### config.mk
export PLATFORM = sky130hd
export DESIGN_NAME = id_ex_stage
export DESIGN_NICKNAME = d
export VERILOG_FILES = /design/src/rtl/id_ex_stage.sv
export SDC_FILE = /design/constraint.sdc
export NUM_CORES = 1
export LEC_CHECK = 0
export BUFFER_PORTS_ARGS = -buffer_cell sky130_fd_sc_hd__buf_2
export CORE_MARGIN = 10
export CORE_UTILIZATION = 48
export CTS_BUF_LIST = sky130_fd_sc_hd__clkbuf_16
export DETAILED_ROUTE_END_ITERATION = 12
export HOLD_SLACK_MARGIN = 0.15
export PLACE_DENSITY = 0.8
export SYNTH_ARGS = -nofsm -noshare
export SYNTH_HDL_FRONTEND = slang
export SYNTH_SLANG_ARGS = --single-unit
### constraint.sdc
create_clock -name Clk -period 4.24 [get_ports Clk]
set_clock_uncertainty 0.15 [all_clocks]
set_input_delay 0.212 -clock Clk [delete_from_list [all_inputs] [get_ports Clk]]
set_output_delay 0.212 -clock Clk [all_outputs]
set_load 0.02 [all_outputs]
### src/rtl/id_ex_stage.sv
// ID/EX pipeline stage: captures decoded control and register-file read data,
// resolves EX/MEM forwarding per operand, detects load-use hazards and keeps a
// saturating stall counter for debug.

// Per-operand forwarding mux: picks EX result, then MEM result, then regfile data.
module id_ex_fwd #(
    parameter int DW       = 16,
    parameter int AW       = 4,
    parameter int REG0_IDX = 0,
    parameter int PC_IDX   = 15,
    parameter int T_IDX    = 14
) (
    input  logic [AW-1:0] src_idx,
    input  logic [DW-1:0] rf_data,
    input  logic          ex_ok,
    input  logic [AW-1:0] ex_rd,
    input  logic [DW-1:0] ex_data,
    input  logic          mem_ok,
    input  logic [AW-1:0] mem_rd,
    input  logic [DW-1:0] mem_data,
    output logic [DW-1:0] fwd_data
);
    localparam logic [AW-1:0] REG0 = AW'(REG0_IDX);
    localparam logic [AW-1:0] PC   = AW'(PC_IDX);
    localparam logic [AW-1:0] T    = AW'(T_IDX);

    // The regfile stores (data==0) into T, so a forwarded T value must match.
    function automatic logic [DW-1:0] t_xform(input logic [AW-1:0] rd,
                                              input logic [DW-1:0] data);
        if (rd == T) return {{(DW-1){1'b0}}, (data == '0)};
        return data;
    endfunction

    // REG0/PC reads always come straight from the regfile; EX beats MEM.
    always_comb begin
        fwd_data = rf_data;
        if (src_idx != REG0 && src_idx != PC) begin
            if (ex_ok && ex_rd == src_idx)
                fwd_data = t_xform(ex_rd, ex_data);
            else if (mem_ok && mem_rd == src_idx)
                fwd_data = t_xform(mem_rd, mem_data);
        end
    end
endmodule

module id_ex_stage #(
    parameter int DW = 16,
    parameter int AW = 4
) (
    input  logic          Clk,
    input  logic          Rst,
    input  logic          id_valid,
    input  logic [AW-1:0] id_rs,
    input  logic [AW-1:0] id_rt,
    input  logic [AW-1:0] id_rd,
    input  logic          id_regwre,
    input  logic          id_memread,
    input  logic          id_memwrite,
    input  logic          id_use_imm,
    input  logic [3:0]    id_aluop,
    input  logic [DW-1:0] id_imm,
    input  logic [DW-1:0] id_pc,
    input  logic [DW-1:0] rd1,
    input  logic [DW-1:0] rd2,
    input  logic          ex_fwd_regwre,
    input  logic          ex_fwd_memread,
    input  logic [AW-1:0] ex_fwd_rd,
    input  logic [DW-1:0] ex_fwd_data,
    input  logic          mem_fwd_regwre,
    input  logic [AW-1:0] mem_fwd_rd,
    input  logic [DW-1:0] mem_fwd_data,
    input  logic          hold_in,
    input  logic          flush,
    output logic          stall,
    output logic          ex_valid,
    output logic          ex_regwre,
    output logic          ex_memread,
    output logic          ex_memwrite,
    output logic [3:0]    ex_aluop,
    output logic [AW-1:0] ex_rd,
    output logic [AW-1:0] ex_rs,
    output logic [AW-1:0] ex_rt,
    output logic [DW-1:0] ex_op_a,
    output logic [DW-1:0] ex_op_b,
    output logic [DW-1:0] ex_store_data,
    output logic [DW-1:0] ex_imm,
    output logic [DW-1:0] ex_pc,
    output logic [15:0]   stall_count
);
    // Register indices shared with the regfile configuration.
    localparam int REG0_IDX = 0;
    localparam int PC_IDX   = 15;
    localparam int T_IDX    = 14;
    localparam logic [AW-1:0] REG0 = AW'(REG0_IDX);
    localparam logic [AW-1:0] PC   = AW'(PC_IDX);

    typedef struct packed {
        logic          valid;
        logic          regwre;
        logic          memread;
        logic          memwrite;
        logic [3:0]    aluop;
        logic [AW-1:0] rd;
        logic [AW-1:0] rs;
        logic [AW-1:0] rt;
        logic [DW-1:0] op_a;
        logic [DW-1:0] op_b;
        logic [DW-1:0] store;
        logic [DW-1:0] imm;
        logic [DW-1:0] pc;
    } ex_regs_t;

    ex_regs_t ex_d, ex_q;
    logic [15:0] stall_count_d, stall_count_q;

    logic ex_dst_ok, mem_dst_ok, ex_fwd_ok, mem_fwd_ok, hazard;
    logic [1:0][AW-1:0] src_idx;
    logic [1:0][DW-1:0] src_rf;
    logic [1:0][DW-1:0] src_fwd;

    // Source qualification and load-use detection; a load in EX cannot forward.
    always_comb begin
        ex_dst_ok  = ex_fwd_regwre && ex_fwd_rd != REG0 && ex_fwd_rd != PC;
        mem_dst_ok = mem_fwd_regwre && mem_fwd_rd != REG0 && mem_fwd_rd != PC;
        ex_fwd_ok  = ex_dst_ok && !ex_fwd_memread;
        mem_fwd_ok = mem_dst_ok;
        // rt compared even for immediate forms: cheaper than decoding use.
        hazard = id_valid && ex_dst_ok && ex_fwd_memread &&
                 (ex_fwd_rd == id_rs || ex_fwd_rd == id_rt);
        stall  = !Rst && (hold_in || (hazard && !flush));
    end

    assign src_idx = {id_rt, id_rs};
    assign src_rf  = {rd2, rd1};

    for (genvar g = 0; g < 2; g++) begin : g_opnd
        id_ex_fwd #(
            .DW(DW), .AW(AW),
            .REG0_IDX(REG0_IDX), .PC_IDX(PC_IDX), .T_IDX(T_IDX)
        ) u_fwd (
            .src_idx  (src_idx[g]),
            .rf_data  (src_rf[g]),
            .ex_ok    (ex_fwd_ok),
            .ex_rd    (ex_fwd_rd),
            .ex_data  (ex_fwd_data),
            .mem_ok   (mem_fwd_ok),
            .mem_rd   (mem_fwd_rd),
            .mem_data (mem_fwd_data),
            .fwd_data (src_fwd[g])
        );
    end

    // Next-state for the EX registers: hold > flush > hazard bubble > capture.
    always_comb begin
        ex_d = ex_q;
        if (hold_in) begin
            ex_d = ex_q;
        end else if (flush || hazard) begin
            ex_d = '0;
        end else begin
            ex_d.valid    = id_valid;
            ex_d.regwre   = id_regwre && id_valid;
            ex_d.memread  = id_memread && id_valid;
            ex_d.memwrite = id_memwrite && id_valid;
            ex_d.aluop    = id_aluop;
            ex_d.rd       = id_rd;
            ex_d.rs       = id_rs;
            ex_d.rt       = id_rt;
            ex_d.op_a     = src_fwd[0];
            ex_d.op_b     = id_use_imm ? id_imm : src_fwd[1];
            ex_d.store    = src_fwd[1];
            ex_d.imm      = id_imm;
            ex_d.pc       = id_pc;
        end
    end

    // Saturating count of stalled cycles.
    always_comb begin
        stall_count_d = stall_count_q;
        if (stall && stall_count_q != 16'hFFFF)
            stall_count_d = stall_count_q + 16'd1;
    end

    // Pipeline register and counter state.
    always_ff @(posedge Clk or posedge Rst) begin
        if (Rst) begin
            ex_q          <= '0;
            stall_count_q <= '0;
        end else begin
            ex_q          <= ex_d;
            stall_count_q <= stall_count_d;
        end
    end

    assign ex_valid      = ex_q.valid;
    assign ex_regwre     = ex_q.regwre;
    assign ex_memread    = ex_q.memread;
    assign ex_memwrite   = ex_q.memwrite;
    assign ex_aluop      = ex_q.aluop;
    assign ex_rd         = ex_q.rd;
    assign ex_rs         = ex_q.rs;
    assign ex_rt         = ex_q.rt;
    assign ex_op_a       = ex_q.op_a;
    assign ex_op_b       = ex_q.op_b;
    assign ex_store_data = ex_q.store;
    assign ex_imm        = ex_q.imm;
    assign ex_pc         = ex_q.pc;
    assign stall_count   = stall_count_q;
endmodule
==> impl_metrics.env <==
export IMPL_status="finished clean"
export IMPL_synth_seq_area_share_pct=49.0
export IMPL_final_setup_tns_ps=0
export IMPL_clockRootBuffer="clkbuf_16"
export IMPL_ys_warn_count=0
export IMPL_antenna_found_initial=1
export IMPL_layout_min_cycle_time_ps=3500
export IMPL_critical_path_slowest_cell="nor3_4"
export IMPL_postRouteAntennaNets=0
export IMPL_grt_max_degree=75
export IMPL_fin_nets=1065
export IMPL_grt_pass1_vias=7073
export IMPL_worst_pin_slew_ps=1120
export IMPL_synth_ff_type="dfrtp_1"
export IMPL_clock_sinks=116
export IMPL_clk_pin_slew_ps=60
export IMPL_critical_path_startpoint_type="input pin"
export IMPL_via_count=6544
export IMPL_crit_buf_inv=4
export IMPL_worstPathArrival_ps=3710
export IMPL_cap_violations=0
export IMPL_dp_slack_ps=1490
export IMPL_cp_common_cell="dlygate4sd3_1"
export IMPL_routedWlPerCell_um=21.9
export IMPL_globalplace_congestion=0.919
export IMPL_viasPerCell=5.87
export IMPL_cts_inserted_buffers=17
export IMPL_initial_core_util_pct=49.1
export IMPL_synth_distinct_cells=53
export IMPL_ir_drop_mv=0.358
export IMPL_worst_slack_ps=741
export IMPL_avgSynthCellArea_sq_um=10.3
export IMPL_cts_tree="done"
export IMPL_fp_dieW_um=131
export IMPL_port_buffers=248
export IMPL_dr_pass1_iters=5
export IMPL_htree_levels=4
export IMPL_fin_total_pwr_mw=3.54
export IMPL_final_cell_mix="buf_2 (247), dlygate4sd3_1 (122), dfrtp_1 (116)"
export IMPL_slew_headroom_pct=25.0
export IMPL_crit_fanout=22
export IMPL_core_area_sq_um=12100
export IMPL_synthCells=576
export IMPL_leakagePower_nw=4.52
export IMPL_die_area_sq_um=17200
export IMPL_layout_commonest_cell="buf_2"
export IMPL_hold_violations=0
export IMPL_crit_family="buffers and inverters"
export IMPL_synthArstFlopShare_pct=100
export IMPL_num_rows=40
export IMPL_cts_repair_resized=0
export IMPL_cp_required_ps=4450
export IMPL_first_iter_violations=575
export IMPL_die_y_um=131
export IMPL_clockBufferDepth=2
export IMPL_hold_class="input pin to flop"
export IMPL_dp_hpwl_um=16000
export IMPL_synthesis_area_sq_um=5930
export IMPL_final_max_slew_viol_count=0
export IMPL_clk_latency_ps=420
export IMPL_ys_ff_latch=116
export IMPL_p_per_area_nw_per_um2=391
export IMPL_worstPathCellList="dlygate4sd3_1 > buf_2 > xnor2_1 > nand4_1 > a21oi_1 > nor3_4 > o21ai_1 > dlygate4sd3_1 > o21ai_1 > dlygate4sd3_1"
export IMPL_grtUsageTotal_pct=27.6
export IMPL_hold_ws_ps=158
export IMPL_routed_wl_um=24400
export IMPL_grt_first_pass_wirelength_um=38800
export IMPL_synth_edf_count=0
export IMPL_max_clock_freq_mhz=286
export IMPL_drive_above_1_share_pct=32.0
export IMPL_setup_viol=0
export IMPL_max_stage_delay_ps=720
export IMPL_drc=0
export IMPL_overflow=0
export IMPL_area_delta_synth_final_pct=52.8
export IMPL_synth_net_count=709
export IMPL_post_route_period_util_pct=82.5
export IMPL_critPathKind="input pin to flop"
export IMPL_pin_count=249
export IMPL_rsz0062_at_grt="false"
export IMPL_crit_path_end_kind="flop"
-- metal layers --
metal / track usage [%] / part of all wire, % / vias to the layer above
li1: - / - / 2873
met4: 13.2 / 3.8 / 0
met3: 8.57 / 8.9 / 83
met2: 46.9 / 50 / 405
met5: 0 / 0 / -
met1: 30.7 / 37 / 3183
-- final timing paths --
kind                                         from                 to  slack [ps]  cells past startpoint
max in group asynchronous                     Rst         ex_op_b[9]        2340                      4
worst min-delay path                       rd2[0]   ex_store_data[0]         160                      4
min in group asynchronous                     Rst           ex_pc[2]         230                      3
worst max-delay path                     id_rs[1]         ex_op_a[1]         740                     10
worst min register to register  ex_store_data[15]  ex_store_data[15]         340                      2
worst max register to register     stall_count[0]    stall_count[12]        1660                      7
-- worst reg2reg max path: stages (launching register included) --
cell and delay, ps:
dfrtp_1 440, ha_1 250, and3_1 250, and3_1 250
nand3_1 130, o211ai_1 420, nor3_1 430, xor2_1 180
-- synthesized netlist by cell type (all sizes together) (14+ instances only) --
cell type  number  area (sq um)
a22o           49           429
o21ai          83           415
nand2          67           256
buf            20           116
xor2           20           175
nand3          22           110
dfrtp         116          2900
mux2i          17           170
clkbuf         19          71.3
a221oi         19           166
nor2           14          52.6
mux2           15           169
-- area by class of cell --
class	count	area, sq um
inverter	9	36.3
clock buffer	17	425
timing repair buffer	376	2520
multi-input combinational	412	2800
tap	168	210
antenna	1	2.50
fill	805	3010
clock inverter	15	153
sequential	116	2900
-- through the flow --
step | std cells | instance area (sq um) | util (%)
floorplan | 576 | 5930 | -
global placement | 959 | 7250 | 60.1
detailed placement | 959 | 7250 | 60.1
CTS | 1113 | 9050 | 75.1
global route | 1114 | 9060 | 75.1
finish | 1114 | 9060 | 75.1
-- kinds of logic after synthesis --
kind of cell | synth area share [%]
AOI/OAI and AO/OA | 22.3
xor gates and xnor gates | 4.43
adders and majority gates | 0.211
buffers and inverters | 3.74
DFF | 49.0
muxes | 5.72
and+or+nand+nor | 14.6
-- power breakdown --
group | total (mW) | switching [mW] | internal, mW
registers | 1.31 | 0.0935 | 1.22
logic | 0.815 | 0.477 | 0.338
clock network | 1.41 | 0.544 | 0.867
total | 3.54 | 1.12 | 2.43
-- flip-flops by register name, summed over array words and instances (netlist names) --
signal / cells
ex_rs: 4
ex_rt: 4
ex_regwre: 1
ex_pc: 16
ex_imm: 16
ex_valid: 1
ex_op_a: 16
ex_rd: 4
ex_op_b: 16
ex_store_data: 16
ex_aluop: 4
ex_memwrite: 1
stall_count: 16
ex_memread: 1
-- what timing repair did --
item                                    in CTS  in global routing
endpoints found under the setup margin       0                  0
endpoints found under the hold margin      141                  0
setup buffers                                0                  0
hold buffers                               122                  0
Power figures use the tool's default switching activity.
